**src/rtl/dave_bus_if.sv**
```systemverilog
// dave_bus_if: Z80-side bus and memory-side request signals for dave_bus.
//   CPU side : iorq, mreq, rfsh, m1, rd, wr (active-low strobes), a, d -> q, wait_n, irq
//   Interrupt: int_src (rising edge requests an interrupt)
//   Memory   : mem_a, mem_rd, mem_wr, mem_d -> mem_q, mem_ack
// master = CPU/memory environment, slave = dave_bus.
interface dave_bus_if;
  logic        iorq;
  logic        mreq;
  logic        rfsh;
  logic        m1;
  logic        rd;
  logic        wr;
  logic [15:0] a;
  logic [7:0]  d;
  logic [7:0]  q;
  logic        wait_n;
  logic        irq;
  logic        int_src;
  logic [21:0] mem_a;
  logic        mem_rd;
  logic        mem_wr;
  logic [7:0]  mem_d;
  logic [7:0]  mem_q;
  logic        mem_ack;

  modport master (
    output iorq, mreq, rfsh, m1, rd, wr, a, d, int_src, mem_q, mem_ack,
    input  q, wait_n, irq, mem_a, mem_rd, mem_wr, mem_d
  );

  modport slave (
    input  iorq, mreq, rfsh, m1, rd, wr, a, d, int_src, mem_q, mem_ack,
    output q, wait_n, irq, mem_a, mem_rd, mem_wr, mem_d
  );
endinterface

```
**src/rtl/dave_bus.sv**
```systemverilog
// dave_bus: Z80 bus bridge with four 8-bit page registers mapping the 64 KiB CPU
// space onto a 22-bit physical memory, a wait-stated memory handshake, and a
// single edge-triggered interrupt source with enable/pending bits.
//   clock  : system clock
//   reset  : asynchronous active-low reset
//   pe     : CPU positive-edge enable; bus sampling happens only when pe=1
//   bus    : dave_bus_if.slave (CPU strobes/address/data, interrupt, memory port)
module dave_bus #(
  parameter logic [7:0] PORT_BASE = 8'hB0,
  parameter logic [7:0] INT_PORT  = 8'hB4
) (
  input logic     clock,
  input logic     reset,
  input logic     pe,
  dave_bus_if.slave bus
);

  typedef enum logic [1:0] {S_IDLE, S_MEM, S_DONE} state_t;

  state_t          state_q, state_d;
  logic [3:0][7:0] pg_q, pg_d;
  logic            en_q, en_d;
  logic            pend_q, pend_d;
  logic [2:0]      sync_q;
  logic            mem_rd_q, mem_rd_d;
  logic            mem_wr_q, mem_wr_d;
  logic [21:0]     mem_a_q, mem_a_d;
  logic [7:0]      mem_d_q, mem_d_d;
  logic [7:0]      q_q, q_d;

  logic [7:0] port, off, io_rdata;
  logic       page_hit, int_hit, edge_det, clr;

  // sync_q[1:0] is the two-flop synchroniser; sync_q[2] remembers its previous
  // output so a 0->1 transition is seen exactly once per rising edge.
  assign edge_det = sync_q[1] & ~sync_q[2];

  assign port     = bus.a[7:0];
  assign off      = port - PORT_BASE;
  assign page_hit = (off[7:2] == 6'd0);
  assign int_hit  = (port == INT_PORT) && !page_hit;
  assign io_rdata = page_hit ? pg_q[off[1:0]] :
                    int_hit  ? {6'd0, pend_q, en_q} : 8'hFF;

  always_comb begin
    state_d  = state_q;
    pg_d     = pg_q;
    en_d     = en_q;
    clr      = 1'b0;
    mem_rd_d = mem_rd_q;
    mem_wr_d = mem_wr_q;
    mem_a_d  = mem_a_q;
    mem_d_d  = mem_d_q;
    q_d      = q_q;

    unique case (state_q)
      S_IDLE: begin
        if (pe && !bus.mreq && bus.rfsh && (!bus.rd || !bus.wr)) begin
          state_d  = S_MEM;
          mem_rd_d = !bus.rd;
          mem_wr_d = bus.rd && !bus.wr;
          mem_a_d  = {pg_q[bus.a[15:14]], bus.a[13:0]};
          mem_d_d  = bus.d;
        end else if (pe && !bus.iorq) begin
          if (!bus.m1) begin
            // Interrupt acknowledge: float-high vector, pending untouched.
            q_d = '1;
          end else begin
            if (!bus.rd) q_d = io_rdata;
            if (!bus.wr) begin
              if (page_hit) begin
                pg_d[off[1:0]] = bus.d;
              end else if (int_hit) begin
                en_d = bus.d[0];
                clr  = bus.d[1];
              end
            end
          end
        end
      end
      S_MEM: begin
        // mem_ack is a memory-side event, so it is taken regardless of pe.
        if (bus.mem_ack) begin
          state_d  = S_DONE;
          mem_rd_d = 1'b0;
          mem_wr_d = 1'b0;
          if (mem_rd_q) q_d = bus.mem_q;
        end
      end
      S_DONE: begin
        if (pe && bus.mreq) state_d = S_IDLE;
      end
      default: state_d = S_IDLE;
    endcase

    // A newly detected edge overrides a simultaneous clear.
    pend_d = edge_det | (pend_q & ~clr);
  end

  always_ff @(posedge clock or negedge reset) begin
    if (!reset) begin
      state_q  <= S_IDLE;
      pg_q     <= '0;
      en_q     <= 1'b0;
      pend_q   <= 1'b0;
      sync_q   <= '0;
      mem_rd_q <= 1'b0;
      mem_wr_q <= 1'b0;
      mem_a_q  <= '0;
      mem_d_q  <= '0;
      q_q      <= '1;
    end else begin
      state_q  <= state_d;
      pg_q     <= pg_d;
      en_q     <= en_d;
      pend_q   <= pend_d;
      sync_q   <= {sync_q[1:0], bus.int_src};
      mem_rd_q <= mem_rd_d;
      mem_wr_q <= mem_wr_d;
      mem_a_q  <= mem_a_d;
      mem_d_q  <= mem_d_d;
      q_q      <= q_d;
    end
  end

  // wait_n derives from state so an asynchronous reset releases it at once.
  assign bus.wait_n = (state_q != S_MEM);
  assign bus.irq    = ~(pend_q & en_q);
  assign bus.q      = q_q;
  assign bus.mem_a  = mem_a_q;
  assign bus.mem_d  = mem_d_q;
  assign bus.mem_rd = mem_rd_q;
  assign bus.mem_wr = mem_wr_q;

endmodule

```
**src/flat_wrapper.sv**
```systemverilog
// flat-port wrapper written by rule: the top's interface ports become plain ports
module dave_bus_flat 
#(
  parameter logic [7:0] PORT_BASE = 8'hB0,
  parameter logic [7:0] INT_PORT  = 8'hB4
)
  (clock, reset, pe, bus_iorq, bus_mreq, bus_rfsh, bus_m1, bus_rd, bus_wr, bus_a, bus_d, bus_int_src, bus_mem_q, bus_mem_ack, bus_q, bus_wait_n, bus_irq, bus_mem_a, bus_mem_rd, bus_mem_wr, bus_mem_d);
  dave_bus_if bus_i ();
  input logic clock;
  input logic reset;
  input logic pe;
  input wire logic [$bits(bus_i.iorq)-1:0] bus_iorq;
  input wire logic [$bits(bus_i.mreq)-1:0] bus_mreq;
  input wire logic [$bits(bus_i.rfsh)-1:0] bus_rfsh;
  input wire logic [$bits(bus_i.m1)-1:0] bus_m1;
  input wire logic [$bits(bus_i.rd)-1:0] bus_rd;
  input wire logic [$bits(bus_i.wr)-1:0] bus_wr;
  input wire logic [$bits(bus_i.a)-1:0] bus_a;
  input wire logic [$bits(bus_i.d)-1:0] bus_d;
  input wire logic [$bits(bus_i.int_src)-1:0] bus_int_src;
  input wire logic [$bits(bus_i.mem_q)-1:0] bus_mem_q;
  input wire logic [$bits(bus_i.mem_ack)-1:0] bus_mem_ack;
  output wire logic [$bits(bus_i.q)-1:0] bus_q;
  output wire logic [$bits(bus_i.wait_n)-1:0] bus_wait_n;
  output wire logic [$bits(bus_i.irq)-1:0] bus_irq;
  output wire logic [$bits(bus_i.mem_a)-1:0] bus_mem_a;
  output wire logic [$bits(bus_i.mem_rd)-1:0] bus_mem_rd;
  output wire logic [$bits(bus_i.mem_wr)-1:0] bus_mem_wr;
  output wire logic [$bits(bus_i.mem_d)-1:0] bus_mem_d;
  assign bus_i.iorq = bus_iorq;
  assign bus_i.mreq = bus_mreq;
  assign bus_i.rfsh = bus_rfsh;
  assign bus_i.m1 = bus_m1;
  assign bus_i.rd = bus_rd;
  assign bus_i.wr = bus_wr;
  assign bus_i.a = bus_a;
  assign bus_i.d = bus_d;
  assign bus_i.int_src = bus_int_src;
  assign bus_i.mem_q = bus_mem_q;
  assign bus_i.mem_ack = bus_mem_ack;
  assign bus_q = bus_i.q;
  assign bus_wait_n = bus_i.wait_n;
  assign bus_irq = bus_i.irq;
  assign bus_mem_a = bus_i.mem_a;
  assign bus_mem_rd = bus_i.mem_rd;
  assign bus_mem_wr = bus_i.mem_wr;
  assign bus_mem_d = bus_i.mem_d;
  dave_bus #(.PORT_BASE(PORT_BASE), .INT_PORT(INT_PORT)) u_core (.clock(clock), .reset(reset), .pe(pe), .bus(bus_i));
endmodule
```
**config.mk**
```make
export PLATFORM = sky130hd
export DESIGN_NAME = dave_bus_flat
export DESIGN_NICKNAME = d
export VERILOG_FILES = /design/src/rtl/dave_bus_if.sv /design/src/rtl/dave_bus.sv /design/src/flat_wrapper.sv
export SDC_FILE = /design/constraint.sdc
export NUM_CORES = 1
export LEC_CHECK = 0
export ABC_AREA = 1
export CAP_MARGIN = 0
export CORE_UTILIZATION = 39
export DETAILED_ROUTE_END_ITERATION = 7
export PLACE_DENSITY_LB_ADDON = 0.08
export SLEW_MARGIN = 20
export SYNTH_ARGS = -nofsm -noshare
export SYNTH_HDL_FRONTEND = slang
export SYNTH_SLANG_ARGS = --single-unit
```
**constraint.sdc**
```tcl
create_clock -name clock -period 1.5 [get_ports clock]
set_input_delay 0.15 -clock clock [delete_from_list [all_inputs] [get_ports clock]]
set_output_delay 0.15 -clock clock [all_outputs]
set_load 0.01 [all_outputs]
```
### After elaboration in Yosys (flattened, before gate mapping)

Cells that the tools add are included.

| operators by class | value |
|---|---|
| add/sub/neg operators | 1 |
| multiply operators | 0 |
| div/mod/pow operators | 0 |
| magnitude comparators | 3 |
| equality and inequality tests | 11 |
| shift operators | 0 |
| mux-type cells | 32 |
| bitwise operators | 10 |
| reductions and logical operators | 23 |

Operators with widths:

| operator | number |
|---|---|
| 2-to-1 mux 8 bit | 11 |
| binary-select mux 8 bit (select 2 bit) | 2 |
| bitwise mux 32 bit | 1 |
| demux 8 bit (select 2 bit) | 1 |
| one-hot mux 8 bit (2 select lines) | 1 |
| AND reduction 6 bit | 2 |
| 2-to-1 mux 1 bit | 10 |
| inequality test 2 x 1 -> 1 bit, second input constant | 5 |
| == test 8 bit, second input constant | 1 |
| logical AND 1 bit | 8 |
| subtractor 8 bit, second input constant | 1 |
| AND reduction 7 bit | 1 |
| zero test 6 bit | 1 |
| < comparator 2 x 3 -> 1 bit, second input constant | 2 |
| 2-to-1 mux 2 bit | 3 |
| inverter 1 bit | 6 |
| one-hot mux 2 bit (3 select lines) | 1 |
| AND reduction 3 bit | 2 |
| zero test 1 bit | 5 |
| inequality test 2 bit, second input constant | 2 |
| one-hot mux 1 bit (2 select lines) | 2 |
| AND 1 bit | 3 |
| inequality test 3 bit, second input constant | 1 |
| == test 2 x 1 -> 1 bit, second input constant | 1 |
| 7 further kinds | 7 |

| word-level totals | value |
|---|---|
| flip-flop bits (word level) | 79 |
| latch bits | 0 |
| bits in writable memories | 0 |
| ROM bits | 0 |
| input bits | 43 |
| memories kept | 0 |

### Depth between registers and ports, before layout

| logic depth | value |
|---|---|
| depth in word-level cells | 14 |
| gate-level depth with buffers | 11 |
| gate-level depth less buffers | 9 |

### Worst setup path after synthesis

Ideal clock, no wire load.

| path | value |
|---|---|
| kind | reg2reg |
| start | register u_core.state_q[0] |
| end | register u_core.pg_q[21] (netlist bit) |
| library setup time | 122 ps |
| arrival | 1271 ps |
| data required time | 1378 ps |
| slack | 107 ps |
| cell stages (with the launch flop) | 8 |
| buffers on the path | 1 |
| period minus slack after synthesis | 1393 ps |
| cells stage by stage | dfrtp_1 nor2_1 nand2_1 nor2_8 nand3_4 buf_6 nand2_1 o21ai_2 |

| on the way | value |
|---|---|
| cells in the longest elaborated chain, start to end | 2 |

Ends and longest elaborated chain:

| what | RTL line | text |
|---|---|---|
| from (decl) | dave_bus.sv:20 | `state_t state_q, state_d;` |
| from (signal assigned) | dave_bus.sv:113 | `state_q <= state_d;` |
| zero test 2 bit | dave_bus.sv:56 | `unique case (state_q)` |
| AND reduction 6 bit (no source line) | - |  |
| to (signal assigned) | dave_bus.sv:114 | `pg_q <= pg_d;` |
| to (decl) | dave_bus.sv:21 | `logic [3:0][7:0] pg_q, pg_d;` |

No other way between the ends.
A chain may end at the register's enable or synchronous reset.

### Worst setup path in the final report

| path | value |
|---|---|
| start | register u_core.state_q[0] |
| end | register u_core.mem_a_q[14] (netlist: u_core.bus.mem_a[14]) |

| on the way | value |
|---|---|
| cells in the longest elaborated chain, start to end | 2 |

Ends and longest elaborated chain:

| what | RTL line | text |
|---|---|---|
| zero test 2 bit | dave_bus.sv:56 |  |
| AND reduction 2 bit (no source line) | - |  |
| to (signal assigned) | dave_bus.sv:120 | `mem_a_q <= mem_a_d;` |
| to (decl) | dave_bus.sv:27 | `logic [21:0] mem_a_q, mem_a_d;` |

No other way between the ends.

==> results.txt <==
* Startpoint type of the worst setup path: register
- Worst min-delay path category: in2reg
- The first routing iteration left 162 violations.
- Cell Count Post-Placement: 690
* Antenna Diode Count: 0
* Number of clock buffers inserted by TritonCTS: 9
- The H-tree was split into 3 levels.
- Largest driver fanout on the critical path: 10
* Total leakage power: 2.45 nW
* Post-Syn Nets: 505
- Setup slack after placement: -0.308 ns
* Top post-synthesis cells by area: sky130_fd_sc_hd__dfrtp_1 46%, sky130_fd_sc_hd__nand2_1 17%, sky130_fd_sc_hd__dfstp_2 5.5%
* Synthesized area: around 3800 um^2
* Total of buffers placed on input and output ports: 84
- GRT overflow: 0
- Clock-pin slew was measured on the worst setup and hold paths at 0.08 ns.
- CTS placed an instance of sky130_fd_sc_hd__clkbuf_8 at the clock tree root.
* Detailed-route wire length per cell: 15.0 um
* Kind of end point of the critical path: register
* Number of top-level design ports: between 80 and 90
- The via count of the first global-routing pass was ~3,300.
- After the last flow step, the layout net total stands at 624.
* Register bit count reported by yosys: 79
- Max-cap violations in this run came to 0.
- Adding up every negative setup slack in the final design gives 0 ns.
* Final period demand of the worst path: 1.47 ns
- In the global route stage, overall resource usage came out at a little over a fifth.
- Using the TritonRoute via totals, the vias-per-cell ratio works out to ~5.
* ANT nets after route: 0
- Top cell type's share of synthesized area: 46.3%
- Counting flops with an async set or reset pin after synthesis yields a share of 100%.
- Status: finished clean
- Total via count after detailed routing: 3,541
- Most repeated cell in the gate-level netlist after synthesis: sky130_fd_sc_hd__nand2_1
- In the finished design, the share of the clock period the worst path needs comes to roughly 98%.
- Final Hold Vio Count: 0
- Post-Route Utilization: about 58%
- After technology mapping, the gate count stands at 462.
* Post-synth top area cell: sky130_fd_sc_hd__dfrtp_1
- Slowest stage cell, crit path: sky130_fd_sc_hd__dfrtp_1
- Number of buffers between clock root and the deepest sink: 2
- Post-synthesis cell type count: 29
- Non-filler cells in the finished layout: slightly above 700
- Cell area after placement: 5030 um^2
- Of the total synthesized cell area, the portion taken by AND, OR, NAND and NOR gates is 29.1%.
* Number of failing setup endpoints in the final timing report: 0
- Arithmetic-cell share of the synthesized area counting full adders, half adders and majority gates: 0%
* Syn-to-layout area delta: 40.6%
* Sequence of cells on the critical path: nor2_2 > nand2_1 > inv_2 > buf_12 > nor2_1 > a31oi_1
- Number of search-and-repair iterations in the first detailed-routing pass: 5
* Setup repair after global routing missed its margin: true
* Maximum clock skew at final layout: ~0.0066 ns
- Post-synthesis sequential area ratio: 51.8%
* Largest net degree at the start of global routing: 37
- Main combinational cell family by area after synthesis: simple AND/OR/NAND/NOR gates
- The most used flip-flop cell after synthesis is sky130_fd_sc_hd__dfrtp_1.
- Initial standard-cell utilization of the core: 40.9%
* Die H: 101 um
- The Yosys step of the flow raised 0 warnings.
- P per Cell Area: 1230 nW/um^2
* Max-Slew Margin vs Limit: 63.7%
- Portion of netlist area occupied by mux cells: 0%
- After routing the design area is 5390 um^2.
* Worst-case setup margin in the final layout: roughly 0.026 ns
- Arrival time of data at the critical path endpoint: 1.74 ns
- The largest single stage delay on the critical path is 0.40 ns.
* Worst slew pin tran: 0.544 ns
- After detailed routing, the number of remaining DRC violations is 0.
- Data on the critical path is required at its endpoint by 1.77 ns.
- Summed over all nets, the half-perimeter wirelength after detailed placement is ~7500 um.
- In the final layout, the share of cells above drive strength 1 is between 20 and 25%.
- Summing the areas of all xor and xnor instances in the mapped netlist gives 0% of the synthesized area.
* Clock latency at the later pin of the worst-skew pair: approximately 0.35 ns
- The first global-routing pass estimated 16,400 um of wire.
- At the end of routability-driven placement, the weighted congestion stood at 0.787.
* Number of pins with negative max-slew slack in the final report: 0
* Antenna violations before repair: 0
- The critical path in this run is classified as reg2reg.
- The floorplan has 35 rows.
- Die footprint: 10,200 um^2
- The clock net in this run drives a total of 79 sinks.
- Mean instance size in the synthesized netlist: 8.31 um^2
- The synthesized design contains 0 enable-type register cells.
- Post-Route WL: 10,800 um
* Most used standard cells in the synthesized netlist: 169 x sky130_fd_sc_hd__nand2_1, 71 x sky130_fd_sc_hd__dfrtp_1, 56 x sky130_fd_sc_hd__nor2_1
- Summing the areas of all compound-gate instances in the mapped netlist gives a little over an eighth of the synthesized area.
* Number of fill cells: 915
- Derived from the worst setup path, the maximum achievable clock frequency is 0.678 GHz.
- The floorplan step set the die width to roughly 100 um.
- IR Drop Worst-Case VDD: 420 uV
* Core ar.: 9370 um^2
- CTS tree: yes
worst max-delay path: cells and delay by family, from the launching register on:
| family | cells | cell delay (ns) |
|---|---|---|
| buf+inv | 2 | 0.33 |
| simple gates | 3 | 0.51 |
| flops | 1 | 0.40 |
| compound gates | 1 | 0.15 |
registers in the layout, summed over array words and instances, names as in the netlist:
register           cells
u_core.bus.mem_rd      1
u_core.bus.mem_a      22
u_core.sync_q          3
u_core.en_q            1
u_core.pend_q          1
u_core.bus.q           8
u_core.pg_q           32
u_core.state_q         2
u_core.bus.mem_wr      1
u_core.bus.mem_d       8
where the power goes:
part	total, mW	switching [mW]	leakage (nW)	internal, mW
Clock	1.78	0.800	0.110	0.984
Combinational	2.01	0.964	1.33	1.04
Sequential	2.83	0.223	1.01	2.61
Total	6.63	1.99	2.45	4.64
repair_timing:
action | 4_1_cts | 5_1_grt
buffers inserted | 0 | 3
endpoints found under the setup margin | 31 | 41
pin swaps | 1 | 8
endpoints found under the hold margin | 25 | 0
hold buffers | 1 | 0
gates cloned | 0 | 5
gates resized for setup | 12 | 11
final timing paths:
| check | depth (start not counted) | endpoint | slack, ns | startpoint |
|---|---|---|---|---|
| max | 6 | u_core.bus.mem_a[14]$_DFFE_PN0P_ | 0.03 | u_core.state_q[0]$_DFFE_PN0P_ |
| min | 1 | u_core.sync_q[0]$_DFF_PN0_ | 0.24 | bus_int_src |
| max reg2reg | 6 | u_core.bus.mem_a[14]$_DFFE_PN0P_ | 0.03 | u_core.state_q[0]$_DFFE_PN0P_ |
| min reg2reg | 0 | u_core.sync_q[1]$_DFF_PN0_ | 0.35 | u_core.sync_q[0]$_DFF_PN0_ |
| max in group asynchronous | 3 | u_core.pg_q[21]$_DFFE_PN0P_ | 0.68 | reset |
| min in group asynchronous | 2 | u_core.bus.mem_a[10]$_DFFE_PN0P_ | 0.31 | reset |
cell type report:
type	instances	area [um^2]	area share, %
flip-flops and latches	79	1990	36.8
inverters	30	113	2.09
clock inverters	5	81.3	1.51
clock buffers	11	141	2.62
repair buffers	120	1180	21.9
well taps	129	161	2.99
multi-input cells	341	1730	32.1
cell families after synthesis:
| logic type | count (synthesis) |
|---|---|
| flops | 79 |
| compound gates | 81 |
| buf+inv | 47 |
| simple gates | 255 |
per-stage QoR:
stage | hold WS, ns | total power, mW
6_report | 0.236 | 6.63
5_1_grt | 0.226 | 7.02
4_1_cts | 0.222 | 6.61
3_5_place_dp | 0.156 | 4.90
3_3_place_gp | 0.159 | 4.86
2_1_floorplan | -0.146 | 3.67
per-layer routing:
metal / routed length (um) / share of wire, % / global-route usage, %
met3: 593 / 5.5 / 3.52
met5: 0 / 0 / 0
met2: 4890 / 45 / 32.5
met4: 230 / 2.1 / 8.47
met1: 5040 / 47 / 29.9
placed cells by master (no fill, tap or decap), types with 2 or more instances in the layout:
cell                              count
sky130_fd_sc_hd__a31oi_1              8
sky130_fd_sc_hd__nand2_1            167
sky130_fd_sc_hd__o21ai_1             20
sky130_fd_sc_hd__dfrtp_1             71
sky130_fd_sc_hd__clkbuf_8            10
sky130_fd_sc_hd__nand2_2              7
sky130_fd_sc_hd__o21ai_2             25
sky130_fd_sc_hd__nand4_1              6
sky130_fd_sc_hd__nor2_2               4
sky130_fd_sc_hd__buf_12               6
sky130_fd_sc_hd__inv_1               22
sky130_fd_sc_hd__clkdlybuf4s50_1     73
sky130_fd_sc_hd__nor2_1              54
sky130_fd_sc_hd__dlygate4sd2_1        9
sky130_fd_sc_hd__nand3_1              5
sky130_fd_sc_hd__nor2_4               2
sky130_fd_sc_hd__inv_2                7
sky130_fd_sc_hd__buf_4               29
sky130_fd_sc_hd__a21oi_1              2
sky130_fd_sc_hd__nand3_2              2
sky130_fd_sc_hd__o21ai_0             25
sky130_fd_sc_hd__dfstp_2              8
sky130_fd_sc_hd__bufinv_16            2
sky130_fd_sc_hd__nand3_4             10
(Power assumes the default switching activity.)
